File: src/rtl/mem_rmw_ctrl_if.sv
// CPU-side request/response bus of the read-modify-write memory controller.
// The master is the CPU and the slave is the controller.
interface mem_rmw_ctrl_if;
  logic [31:0] Address;
  logic        MemWrite;
  logic        MemRead;
  logic [31:0] Write_data;
  logic [3:0]  Write_strb;
  logic        Mem_Req_Ack;
  logic [31:0] Read_data;
  logic        Read_data_Valid;
  logic        Read_data_Ack;

  modport master (
    output Address, MemWrite, MemRead,
    output Write_data, Write_strb,
    output Read_data_Ack,
    input  Mem_Req_Ack, Read_data,
    input  Read_data_Valid
  );

  modport slave (
    input  Address, MemWrite, MemRead,
    input  Write_data, Write_strb,
    input  Read_data_Ack,
    output Mem_Req_Ack, Read_data,
    output Read_data_Valid
  );
endinterface

File: src/rtl/mem_rmw_ctrl.sv
// Memory controller with configurable wait states and byte-strobe
// read-modify-write for partial stores to a word-wide ideal memory.
module mem_rmw_ctrl #(
  parameter int ADDR_WIDTH = 14,
  parameter int LATENCY    = 2
) (
  input  logic                  clk,
  input  logic                  rst,
  mem_rmw_ctrl_if.slave         bus,
  output logic [ADDR_WIDTH-3:0] Waddr,
  output logic [ADDR_WIDTH-3:0] Raddr,
  output logic                  Wren,
  output logic                  Rden,
  output logic [31:0]           Wdata,
  input  logic [31:0]           Rdata
);

  localparam logic [3:0] LAT = 4'(LATENCY);

  typedef enum logic [2:0] {
    IDLE, WAIT, RD, WR, RESP
  } state_t;

  state_t                state_q, state_d;
  logic [3:0]            cnt_q, cnt_d;
  logic [ADDR_WIDTH-3:0] addr_q;
  logic [31:0]           wdata_q;
  logic [3:0]            strb_q;
  logic                  is_wr_q;
  logic [31:0]           old_q;
  logic [31:0]           rdata_q;
  logic                  accept;
  logic [31:0]           merged;

  // Address bits outside the word index are don't-care.
  logic unused_addr;
  assign unused_addr = ^{bus.Address[31:ADDR_WIDTH],
                         bus.Address[1:0]};

  // Where an operation goes once its wait states are done.
  function automatic state_t route(input logic wr,
                                   input logic [3:0] s);
    if (!wr)               return RD;
    else if (s == 4'b1111) return WR;
    else if (s == 4'b0000) return RESP;
    else                   return RD;
  endfunction

  assign accept = (state_q == IDLE) &
                  (bus.MemRead | bus.MemWrite);

  assign bus.Mem_Req_Ack     = (state_q == IDLE) & ~rst;
  assign bus.Read_data_Valid = (state_q == RESP);
  assign bus.Read_data       = rdata_q;

  always_comb begin
    for (int i = 0; i < 4; i++)
      merged[8*i +: 8] = strb_q[i] ? wdata_q[8*i +: 8]
                                   : old_q[8*i +: 8];
  end

  assign Waddr = addr_q;
  assign Raddr = addr_q;
  assign Wren  = (state_q == WR);
  assign Rden  = (state_q == RD);
  assign Wdata = (state_q == WR) ? merged : 32'h0;

  // State and wait counter registers.
  always_ff @(posedge clk or posedge rst) begin
    if (rst) begin
      state_q <= IDLE;
      cnt_q   <= 4'd0;
    end else begin
      state_q <= state_d;
      cnt_q   <= cnt_d;
    end
  end

  // Next-state: wait states, then read and/or write, then response.
  always_comb begin
    state_d = state_q;
    cnt_d   = cnt_q;
    unique case (state_q)
      IDLE: begin
        if (accept) begin
          cnt_d = LAT;
          if (LAT == 4'd0)
            state_d = route(bus.MemWrite, bus.Write_strb);
          else
            state_d = WAIT;
        end
      end
      WAIT: begin
        if (cnt_q <= 4'd1) begin
          cnt_d   = 4'd0;
          state_d = route(is_wr_q, strb_q);
        end else begin
          cnt_d = cnt_q - 4'd1;
        end
      end
      RD:   state_d = is_wr_q ? WR : RESP;
      WR:   state_d = RESP;
      RESP: if (bus.Read_data_Ack) state_d = IDLE;
      default: state_d = IDLE;
    endcase
  end

  // Request latch and read-data capture.
  always_ff @(posedge clk or posedge rst) begin
    if (rst) begin
      addr_q  <= '0;
      wdata_q <= 32'h0;
      strb_q  <= 4'h0;
      is_wr_q <= 1'b0;
      old_q   <= 32'h0;
      rdata_q <= 32'h0;
    end else if (accept) begin
      addr_q  <= bus.Address[ADDR_WIDTH-1:2];
      wdata_q <= bus.Write_data;
      strb_q  <= bus.Write_strb;
      is_wr_q <= bus.MemWrite;
      rdata_q <= 32'h0;
    end else if (state_q == RD) begin
      if (is_wr_q) old_q   <= Rdata;
      else         rdata_q <= Rdata;
    end
  end

endmodule

File: src/flat_wrapper.sv
// flat-port wrapper written by rule: the top's interface ports become plain ports
module mem_rmw_ctrl_flat 
#(
  parameter int ADDR_WIDTH = 14,
  parameter int LATENCY    = 2
)
  (clk, rst, Waddr, Raddr, Wren, Rden, Wdata, Rdata, bus_Address, bus_MemWrite, bus_MemRead, bus_Write_data, bus_Write_strb, bus_Read_data_Ack, bus_Mem_Req_Ack, bus_Read_data, bus_Read_data_Valid);
  mem_rmw_ctrl_if bus_i ();
  input  logic clk;
  input  logic rst;
  output logic [ADDR_WIDTH-3:0] Waddr;
  output logic [ADDR_WIDTH-3:0] Raddr;
  output logic Wren;
  output logic Rden;
  output logic [31:0] Wdata;
  input  logic [31:0] Rdata;
  input wire logic [$bits(bus_i.Address)-1:0] bus_Address;
  input wire logic [$bits(bus_i.MemWrite)-1:0] bus_MemWrite;
  input wire logic [$bits(bus_i.MemRead)-1:0] bus_MemRead;
  input wire logic [$bits(bus_i.Write_data)-1:0] bus_Write_data;
  input wire logic [$bits(bus_i.Write_strb)-1:0] bus_Write_strb;
  input wire logic [$bits(bus_i.Read_data_Ack)-1:0] bus_Read_data_Ack;
  output wire logic [$bits(bus_i.Mem_Req_Ack)-1:0] bus_Mem_Req_Ack;
  output wire logic [$bits(bus_i.Read_data)-1:0] bus_Read_data;
  output wire logic [$bits(bus_i.Read_data_Valid)-1:0] bus_Read_data_Valid;
  assign bus_i.Address = bus_Address;
  assign bus_i.MemWrite = bus_MemWrite;
  assign bus_i.MemRead = bus_MemRead;
  assign bus_i.Write_data = bus_Write_data;
  assign bus_i.Write_strb = bus_Write_strb;
  assign bus_i.Read_data_Ack = bus_Read_data_Ack;
  assign bus_Mem_Req_Ack = bus_i.Mem_Req_Ack;
  assign bus_Read_data = bus_i.Read_data;
  assign bus_Read_data_Valid = bus_i.Read_data_Valid;
  mem_rmw_ctrl #(.ADDR_WIDTH(ADDR_WIDTH), .LATENCY(LATENCY)) u_core (.clk(clk), .rst(rst), .bus(bus_i), .Waddr(Waddr), .Raddr(Raddr), .Wren(Wren), .Rden(Rden), .Wdata(Wdata), .Rdata(Rdata));
endmodule
File: config.mk
export PLATFORM = sky130hd
export DESIGN_NAME = mem_rmw_ctrl_flat
export DESIGN_NICKNAME = d
export VERILOG_FILES = /design/src/rtl/mem_rmw_ctrl_if.sv /design/src/rtl/mem_rmw_ctrl.sv /design/src/flat_wrapper.sv
export SDC_FILE = /design/constraint.sdc
export NUM_CORES = 1
export LEC_CHECK = 0
export CELL_PAD_IN_SITES_DETAIL_PLACEMENT = 1
export CELL_PAD_IN_SITES_GLOBAL_PLACEMENT = 1
export CORE_ASPECT_RATIO = 2
export CORE_UTILIZATION = 35
export DETAILED_ROUTE_END_ITERATION = 12
export PLACE_DENSITY = 0.78
export SETUP_SLACK_MARGIN = 0.4
export SYNTH_ARGS = -nofsm -noshare
export SYNTH_HDL_FRONTEND = slang
export SYNTH_SLANG_ARGS = --single-unit
File: constraint.sdc
create_clock -name clk -period 4.4 [get_ports clk]
set_clock_uncertainty 0.2 [all_clocks]
set_input_delay 0.44 -clock clk [delete_from_list [all_inputs] [get_ports clk]]
set_output_delay 0.44 -clock clk [all_outputs]
set_load 0.1 [all_outputs]
==> metrics.yaml <==
status: "finished clean"
core_sq_um: 14900
maxCapViolations: 0
cts_setup_buffers: 0
wl_um: 15800
syn-num-nets: 534
crit_path_max_incr_delay_ns: 1.14
cp_num_buf_inv: 1
clk_transition_reported_paths_ns: 0.05
cp_max_fo: 13
async_reset_ff_frac: 1.00
grt_antenna_before_repair: 3
die_w_um: 89.4
cp_cell_sequence: "or3_4 > nor2_1 > clkdlybuf4s50_1"
drive_gt1_frac: 0.137
num_vias: 4049
cts.root.buffer_cell: "clkbuf_16"
ioPinCount: 197
rows: 63
drt_iter0_drc: 79
drv_slew: 0
synth_warnings: 0
synth-edff-count: 0
post-route-min-period_ns: 3.30
crit_type: "flop to primary output"
dieHeight_um: 177
dr.pass1.iters: 4
first_global_vias: 4540
cp.arrival_ns: 2.66
viasPerCell: 5.07
cts_resized: 0
stdcell_area_sq_um: 7680
start_kind: "flop"
ys.flop_type: "dfrtp_1"
cts_tree: "yes"
endpoint_kind: "primary output"
grt_pass1_wl_um: 24500
rsz0062_at_grt: "false"
fin_nets: 694
track_usage: 0.213
hpwl_um: 11100
insertion_delay_ns: 0.41
cts_made_buffers: 17
cts.path.max_buffers: 2
slew_headroom: 0.305
cts_max_level: 4
worst-slew-pin-transition_ns: 1.04
fill_cells: 1539
syn_inst: 427
finalHoldViolCount: 0
hold_buffers: 0
fin_crit_sh: 0.749
synthToLayoutAreaGrowth_pct: 43.7
syn_area_per_cell_sq_um: 12.5
required_ns: 3.76
ant_nets: 0
fin_setup_tns_ns: 0
ys_seq_area_frac: 0.562
max_freq_ghz: 0.303
min_path_type: "flop to flop"
drc_errors: 0
start_util: 0.359
finalSetupViolCount: 0
routedWlPerCell_um: 19.7
grt-ovfl-total: 0
grt_max_degree: 49
cp_slowest_cell: "clkdlybuf4s50_1"
clock-sinks: 120
synth_cell_types: 43
numPortBuffers: 176
place.gp.congestion: 0.772
placed_area_sq_um: 7080
ys_seq_elements: 120
synth_area_sq_um: 5350
critPathTopFamily: "buffers and inverters"
die_area_sq_um: 15800
[area by class of cell]
class                   instances  area [sq um]  share of cell area
flip-flops and latches        120          3000               0.391
multi-input cells             261          2070               0.269
repair buffers                182          1740               0.226
clock buffers                  17           425              0.0554
well taps                     195           244              0.0317
clock inverters                15           175              0.0228
inverters                       5          21.3             0.00277
diodes                          3          7.51            0.000977
[sequential cells by signal, indices dropped and copies added (netlist names)]
name and count:
u_core.is_wr_q 1, u_core.state_q 3, u_core.Raddr 12, u_core.cnt_q 4, u_core.wdata_q 32, u_core.bus.Read_data 32
u_core.strb_q 4, u_core.old_q 32
[Yosys cell counts, types with 2 or more instances]
master | n | area share
mux2i_1 | 32 | 0.060
nor3b_1 | 3 | 0.0042
o21ai_1 | 2 | 0.0019
dfrtp_1 | 120 | 0.56
mux2_1 | 77 | 0.16
nor2_1 | 37 | 0.026
a21oi_1 | 19 | 0.018
a22o_1 | 16 | 0.026
ha_1 | 2 | 0.0047
buf_2 | 11 | 0.010
nand2_1 | 37 | 0.026
clkbuf_1 | 8 | 0.0056
mux2_2 | 2 | 0.0042
or2_2 | 2 | 0.0023
buf_6 | 4 | 0.0084
inv_1 | 5 | 0.0035
nand4b_1 | 2 | 0.0033
o211ai_1 | 3 | 0.0042
nand3_1 | 3 | 0.0028
buf_4 | 18 | 0.025
nand3b_1 | 2 | 0.0028
[cells in the final DEF (no fill, tap or decap), types with 3 or more instances in the layout]
cell               n
buf_4             37
dfrtp_1          120
clkinvlp_4         4
clkinv_2           4
inv_6              3
nand3_1            3
nor2_1            36
clkbuf_16         17
diode_2            3
clkdlybuf4s50_1  144
nor3b_1            3
inv_1              4
a21oi_1           19
o211ai_1           3
a22o_1            16
nand2_1           37
bufinv_16          3
mux2_1            77
mux2i_1           32
[layer usage]
metal	vias up	global-route usage	part of all wire
li1	1802	-	-
met1	2073	0.212	0.35
met2	136	0.397	0.57
met3	38	0.0448	0.042
met4	0	0.115	0.041
met5	-	0	0
[per-stage QoR]
step            util  cells  setup WS (ns)  hold WS (ns)
3_5_place_dp   0.475    763           1.49         0.274
5_1_grt        0.516    798          0.984         0.303
2_1_floorplan      -    427          0.448         0.257
4_1_cts        0.515    795           1.08         0.287
3_3_place_gp   0.475    763           1.54         0.267
6_report       0.516    798           1.10         0.283
[kinds of logic after synthesis]
| family | share of synthesized area |
|---|---|
| DFF | 0.562 |
| muxes | 0.226 |
| AOI/OAI and AO/OA | 0.0693 |
| and+or+nand+nor | 0.0852 |
| buffers and inverters | 0.0531 |
| adders and majority gates | 0.00468 |
[final timing paths]
kind / slack (ns) / cells past startpoint / endpoint / startpoint
worst max-delay path: 1.10 / 3 / bus_Mem_Req_Ack / u_core.state_q[0]
worst min-delay path: 0.28 / 1 / u_core.wdata_q[8] / u_core.wdata_q[8]
worst max register to register: 1.64 / 4 / u_core.wdata_q[27] / u_core.state_q[0]
worst min register to register: 0.28 / 1 / u_core.wdata_q[8] / u_core.wdata_q[8]
max in group asynchronous: 2.75 / 3 / u_core.bus.Read_data[9] / rst
min in group asynchronous: 0.30 / 2 / u_core.cnt_q[3] / rst
Power is left out: the tool's default activity adds up to more than one toggle a clock period on the data nets, which glitch-free logic cannot reach.
